## src/rtl/fifo_12x8_pkg.sv

```systemverilog
// ============================================================================
// Module  : fifo_12x8_pkg
// Brief   : Shared defaults and word-field positions for the FIFO and arbiter stages.
// Rev     : 1.0
// ============================================================================
`default_nettype none

package fifo_12x8_pkg;

    localparam int C_DATA_WIDTH  = 12;
    localparam int C_DEPTH       = 8;
    localparam int C_AF_THRESH   = 6;
    localparam int C_AE_THRESH   = 2;

    // Word layout: dest[11:10] routes the word, payload[9:0] is carried through.
    localparam int C_DEST_MSB    = 11;
    localparam int C_DEST_LSB    = 10;
    localparam int C_PAYLOAD_MSB = 9;
    localparam int C_PAYLOAD_LSB = 0;

endpackage

`default_nettype wire

```

## src/rtl/fifo_mem.sv

```systemverilog
// ============================================================================
// Module  : fifo_mem
// Brief   : Dual-port register array, synchronous write, asynchronous read, no reset.
// Rev     : 1.0
// ============================================================================
`default_nettype none

module fifo_mem #(
    parameter int DATA_WIDTH = 12,
    parameter int DEPTH      = 8
) (
    input  logic                       clk,
    input  logic                       we,
    input  logic [$clog2(DEPTH)-1:0]   waddr,
    input  logic [DATA_WIDTH-1:0]      wdata,
    input  logic [$clog2(DEPTH)-1:0]   raddr,
    output logic [DATA_WIDTH-1:0]      rdata
);

    logic [DATA_WIDTH-1:0] r_mem [DEPTH];

    always_ff @(posedge clk) begin
        if (we) begin
            r_mem[waddr] <= wdata;
        end
    end

    assign rdata = r_mem[raddr];

endmodule

`default_nettype wire

```

## src/rtl/fifo_12x8.sv

```systemverilog
// ============================================================================
// Module  : fifo_12x8
// Brief   : Show-ahead synchronous FIFO with occupancy flags and sticky error.
// Rev     : 1.0
// ============================================================================
`default_nettype none

module fifo_12x8
    import fifo_12x8_pkg::*;
#(
    parameter int DATA_WIDTH = C_DATA_WIDTH,
    parameter int DEPTH      = C_DEPTH,
    parameter int AF_THRESH  = C_AF_THRESH,
    parameter int AE_THRESH  = C_AE_THRESH
) (
    input  logic                       clk,
    input  logic                       reset,
    input  logic                       push,
    input  logic [DATA_WIDTH-1:0]      fifo_in,
    input  logic                       pop,
    output logic [DATA_WIDTH-1:0]      fifo_out,
    output logic                       empty,
    output logic                       full,
    output logic                       almost_full,
    output logic                       almost_empty,
    output logic [$clog2(DEPTH):0]     count,
    output logic                       error
);

    localparam int                c_AW       = $clog2(DEPTH);
    localparam logic [c_AW:0]     c_FULL_CNT = (c_AW+1)'(DEPTH);
    localparam logic [c_AW:0]     c_AF_CNT   = (c_AW+1)'(AF_THRESH);
    localparam logic [c_AW:0]     c_AE_CNT   = (c_AW+1)'(AE_THRESH);

    logic [c_AW-1:0]       r_wr_ptr;
    logic [c_AW-1:0]       r_rd_ptr;
    logic [c_AW:0]         r_count;
    logic                  r_error;

    logic                  w_push_ok;
    logic                  w_pop_ok;
    logic                  w_fault;
    logic [DATA_WIDTH-1:0] w_rd_data;

    // A pop on a full FIFO frees the slot the push lands in, so push is still accepted.
    assign w_pop_ok  = pop && !empty;
    assign w_push_ok = push && (!full || pop);
    assign w_fault   = (push && full && !pop) || (pop && empty);

    fifo_mem #(
        .DATA_WIDTH (DATA_WIDTH),
        .DEPTH      (DEPTH)
    ) u_mem (
        .clk   (clk),
        .we    (w_push_ok),
        .waddr (r_wr_ptr),
        .wdata (fifo_in),
        .raddr (r_rd_ptr),
        .rdata (w_rd_data)
    );

    always_ff @(posedge clk or negedge reset) begin
        if (!reset) begin
            r_wr_ptr <= '0;
            r_rd_ptr <= '0;
            r_count  <= '0;
            r_error  <= 1'b0;
        end else begin
            if (w_push_ok) begin
                r_wr_ptr <= r_wr_ptr + c_AW'(1);
            end
            if (w_pop_ok) begin
                r_rd_ptr <= r_rd_ptr + c_AW'(1);
            end
            case ({w_push_ok, w_pop_ok})
                2'b10:   r_count <= r_count + (c_AW+1)'(1);
                2'b01:   r_count <= r_count - (c_AW+1)'(1);
                default: r_count <= r_count;
            endcase
            if (w_fault) begin
                r_error <= 1'b1;
            end
        end
    end

    always_comb begin
        empty        = (r_count == '0);
        full         = (r_count == c_FULL_CNT);
        almost_full  = (r_count >= c_AF_CNT);
        almost_empty = (r_count <= c_AE_CNT);
        count        = r_count;
        error        = r_error;
        fifo_out     = empty ? '0 : w_rd_data;
    end

endmodule

`default_nettype wire

```

## config.mk

```make
export PLATFORM = sky130hd
export DESIGN_NAME = fifo_12x8
export DESIGN_NICKNAME = d
export VERILOG_FILES = /design/src/rtl/fifo_12x8_pkg.sv /design/src/rtl/fifo_mem.sv /design/src/rtl/fifo_12x8.sv
export SDC_FILE = /design/constraint.sdc
export NUM_CORES = 1
export LEC_CHECK = 0
export BUFFER_PORTS_ARGS = -buffer_cell sky130_fd_sc_hd__clkbuf_2
export CAP_MARGIN = 40
export CORE_MARGIN = 1.5
export CORE_UTILIZATION = 49
export CTS_BUF_LIST = sky130_fd_sc_hd__clkbuf_16
export DETAILED_ROUTE_END_ITERATION = 12
export GPL_ROUTABILITY_DRIVEN = 0
export HOLD_SLACK_MARGIN = 0.1
export PLACE_DENSITY_LB_ADDON = 0.2
export SYNTH_ARGS = -nofsm -noshare
export SYNTH_HDL_FRONTEND = slang
export SYNTH_SLANG_ARGS = --single-unit
```

## constraint.sdc

```tcl
create_clock -name clk -period 4.5 [get_ports clk]
set_clock_uncertainty 0.2 [all_clocks]
set_input_delay 0.45 -clock clk [delete_from_list [all_inputs] [get_ports clk]]
set_output_delay 0.45 -clock clk [all_outputs]
set_load 0.01 [all_outputs]
```

==> run summary <==
In this run, flip-flops and latches consume 43.7% of the power. The worst flop-to-flop path endpoint is count[3]. The tightest slew margin relative to the limit is 58.40%. The number of antenna violations at the first check in global routing is 0.

The number of clock buffers inserted by TritonCTS is 9. The worst register-to-register path has a depth of 6. The total buffers and inverters traversed by the critical path is 0.

The later pin in the worst-skew pair is clocked with a latency of 0.33 ns. The number of filler cells placed in the layout is 678. Post-CTS repair changed the size of 0 cells. For the pin with the worst max-slew slack, the measured transition is 0.6218 ns. The number of cell rows is 34.

In this run the worst path has a maximum fanout of 10. The first global-routing pass estimated 11960 um of wire. The total routing resource utilization after global routing is 17.40%.

Counting flops and latches in the post-synthesis netlist gives 107. The flow ran to the end, and the final reports show no timing, DRC or antenna violations. The cell area after synthesis is 0.004352 mm2. Compared with the post-synthesis result, the final layout area differs by 15.04%. The setup slack of the worst register-to-register path is 1.64 ns. The max-cap violation count came out at 0. The number of diodes added for antenna fixing is 0.

The startpoint of the tightest hold check path is fifo_in[6]. Cell internal power was estimated by the tool at 2.208 mW. The ratio of cells with drive above 1 in the final layout came out at 36.57%. Clock-pin slew was measured on the worst setup and hold paths at 0.07 ns. The post-synthesis instance total is 215. The peak ir drop on the vdd network is 0.3055 mV. The fraction of power consumed by the clock network came out at 21.4%. The number of vias per cell after detailed routing came out at 5.699.

Sorting the synthesized cells by area gives the leading types as sky130_fd_sc_hd__edfxtp_1 66%, sky130_fd_sc_hd__mux4_2 12%, sky130_fd_sc_hd__dfrtp_1 6.3%, sky130_fd_sc_hd__a22o_1 2.4%, sky130_fd_sc_hd__ha_1 1.4%. The final number of max-transition violations came out at 0. In the layout the commonest cells are 96 x sky130_fd_sc_hd__edfxtp_1, 36 x sky130_fd_sc_hd__clkbuf_2, 24 x sky130_fd_sc_hd__mux4_2, 12 x sky130_fd_sc_hd__a22o_1, 12 x sky130_fd_sc_hd__buf_4. The unique cell type count in the Yosys netlist came out at 40. After legalization and detailed placement, the total HPWL measured 4637 um.

CTS built an H-tree with a depth of 3. The horizontal extent of the die is 97.24 um. The tightest min-delay check is of the in -> reg type. The reported net switching power is 1.030 mW. The total grt overflow came out at 0. The type of origin of the critical path is a flip-flop.

The initial core utilization is 50.14%. The analysis attributes to cell leakage a power of 1.739 nW. The number of global-route vias before repair came to 2213. Counting every net in the synthesized netlist gives 236. The largest delay contributor family on the critical path is simple AND/OR/NAND/NOR gates. The library cell used as clock root buffer is sky130_fd_sc_hd__clkbuf_16.

The die is 97.24 um tall. The yosys synthesis warning count is 0. The worst setup path is captured at a flip-flop. The number of top-level pins came out at 37. The worst hold margin came out at 0.1911 ns. The critical path launch point is count[0].

The largest incremental delay on the critical path is 0.64 ns. The post-route minimum period came out at 2.858 ns. The area share of the largest cell type after synthesis is 66.24%.

The slowest stage of the critical path is the sky130_fd_sc_hd__or4b_2 cell. The proportion of synthesized flip-flops having asynchronous set or reset is 10.28%. The count of unresolved DRC violations after routing is 0. The final net count is 284. The portion of the post-synthesis area used by sequential elements is 72.57%. The routed length per placed instance came out at 20.60 um. The most used flip-flop cell after synthesis is sky130_fd_sc_hd__edfxtp_1. The die covers 0.009456 mm2. The setup TNS came out at 0 ns. The synthesized design spends more area on one cell type than any other, namely sky130_fd_sc_hd__edfxtp_1.

The first detailed-routing pass took 4 iterations. The signal on the critical path passes through or3_4, o21ai_4, ha_1, or4b_2, a21o_1, o221ai_1. Along the worst hold path, the cell count comes to 1. The power density over the cells came out at 646.7 mW/mm2. The launch instance of the worst register-to-register path is count[0]. The final routed wirelength across all metal layers is 7744 um. The hold path endpoint is u_mem.r_mem[0][6]. The initial detailed-routing violation count is 68. The period utilization came out at 63.51%. The maximum operating frequency is 349.9 MHz. The endpoint arrival time on the critical path is 2.91 ns. The number of sinks handled by clock tree synthesis came out at 107. The average footprint of a synthesized cell is 20.24 um2. Setup repair after global routing left no endpoint under its margin. The portion of total power attributed to combinational logic came out at 35.0%. The number of enable-type register cells in the synthesized netlist came out at 96. Entering global routing, the biggest net connects 25 pins. The number of port buffers came out at 36. The worst path required time is 4.55 ns. TritonCTS built the clock tree. The standard cell core area is 0.008678 mm2. The switching share of power came out at 31.80%. Leaving out fill and tap cells, the most frequent cell in the layout is sky130_fd_sc_hd__edfxtp_1. Once detail routing completed, the nets flagged for antenna violations numbered 0. The final route contains 2143 vias. No sink is reached through more buffers than the 2 on the longest clock path.

The final-report hold violation count came out at 0. The category of the most critical setup path is reg -> reg. The number of setup violations in the final report is 0.
how the worst max path moves through the flow:
| stage | cells past startpoint | slack (ns) | endpoint |
|---|---|---|---|
| floorplan | 8 | 1.70 | count[3] |
| global placement | 6 | 1.72 | count[3] |
| detailed placement | 6 | 1.65 | count[3] |
| CTS | 6 | 1.64 | count[3] |
| global route | 6 | 1.51 | count[3] |
| finish | 6 | 1.64 | count[3] |
logic make-up after synthesis:
family	count (synthesis)	synth area share, %
buffers and inverters	16	2.013
flip-flops	107	72.57
AND/OR/NAND/NOR	27	4.054
XOR/XNOR	7	1.409
AO/OA/AOI/OAI	25	5.003
adder cells (fa/ha/maj)	5	1.438
multiplexers	28	13.51
stage by stage:
step                      util [%]  power [mW]  worst slack [ns]  cells  instance area, um2
after global placement       54.24       2.544             1.721    358                4707
after floorplan                  -       2.199             1.700    215                4352
final                        57.68       3.238             1.642    376                5006
after CTS                    57.68       3.289             1.638    376                5006
after global routing         57.68       3.402             1.506    376                5006
after detailed placement     54.56       2.592             1.654    359                4735
registers in the layout, indices dropped and copies added, names as in the netlist:
register	count
u_mem.r_mem	96
count	4
r_rd_ptr	3
error	1
r_wr_ptr	3
power groups by stage:
stage	logic (mW)	registers (mW)	clock network, mW
floorplan	0.839	1.36	0
finish	1.13	1.41	0.692
global route	1.22	1.44	0.744
CTS	1.16	1.42	0.713
global placement	1.09	1.46	0
detailed placement	1.16	1.44	0
repair_timing:
action                    4_1_cts  5_1_grt
buffers inserted                0        0
hold endpoints to repair       11        0
hold buffers                    1        0
Yosys cell counts (2+ instances only):
cell,n
sky130_fd_sc_hd__xnor2_1,5
sky130_fd_sc_hd__mux2_2,2
sky130_fd_sc_hd__mux4_2,24
sky130_fd_sc_hd__o211ai_1,2
sky130_fd_sc_hd__nor3_1,5
sky130_fd_sc_hd__nor2b_1,2
sky130_fd_sc_hd__xor2_1,2
sky130_fd_sc_hd__nand2b_1,3
sky130_fd_sc_hd__ha_1,5
sky130_fd_sc_hd__dfrtp_1,11
sky130_fd_sc_hd__buf_6,2
sky130_fd_sc_hd__edfxtp_1,96
sky130_fd_sc_hd__inv_1,3
sky130_fd_sc_hd__a22o_1,12
sky130_fd_sc_hd__nor2_1,6
sky130_fd_sc_hd__buf_2,7
sky130_fd_sc_hd__nand3b_1,3
sky130_fd_sc_hd__a21o_1,2
sky130_fd_sc_hd__clkbuf_1,2
area by class of cell:
type	count	area, um2	share of cell area [%]
inverters	3	11.26	0.2249
well taps	108	135.1	2.699
repair buffers	50	307.8	6.148
clock buffers	9	225.2	4.499
flip-flops and latches	107	3158	63.08
multi-input cells	92	1132	22.62
clock inverters	7	36.28	0.7248
per-layer routing:
layer | GRT usage (%) | vias to the layer above | part of all wire [%]
met5 | 0 | - | 0
met1 | 23.70 | 1106 | 46
met2 | 28.24 | 45 | 49
met3 | 3.741 | 8 | 3.7
met4 | 5.934 | 0 | 1.4
li1 | - | 984 | -
worst register-to-register path, delay by kind of cell (launching register included):
| family | cells | cell delay (ns) |
|---|---|---|
| and+or+nand+nor | 2 | 1.11 |
| AOI/OAI and AO/OA | 3 | 0.55 |
| DFF | 1 | 0.52 |
| adders and majority gates | 1 | 0.41 |
Note: power is estimated with default switching activity, not from simulation.
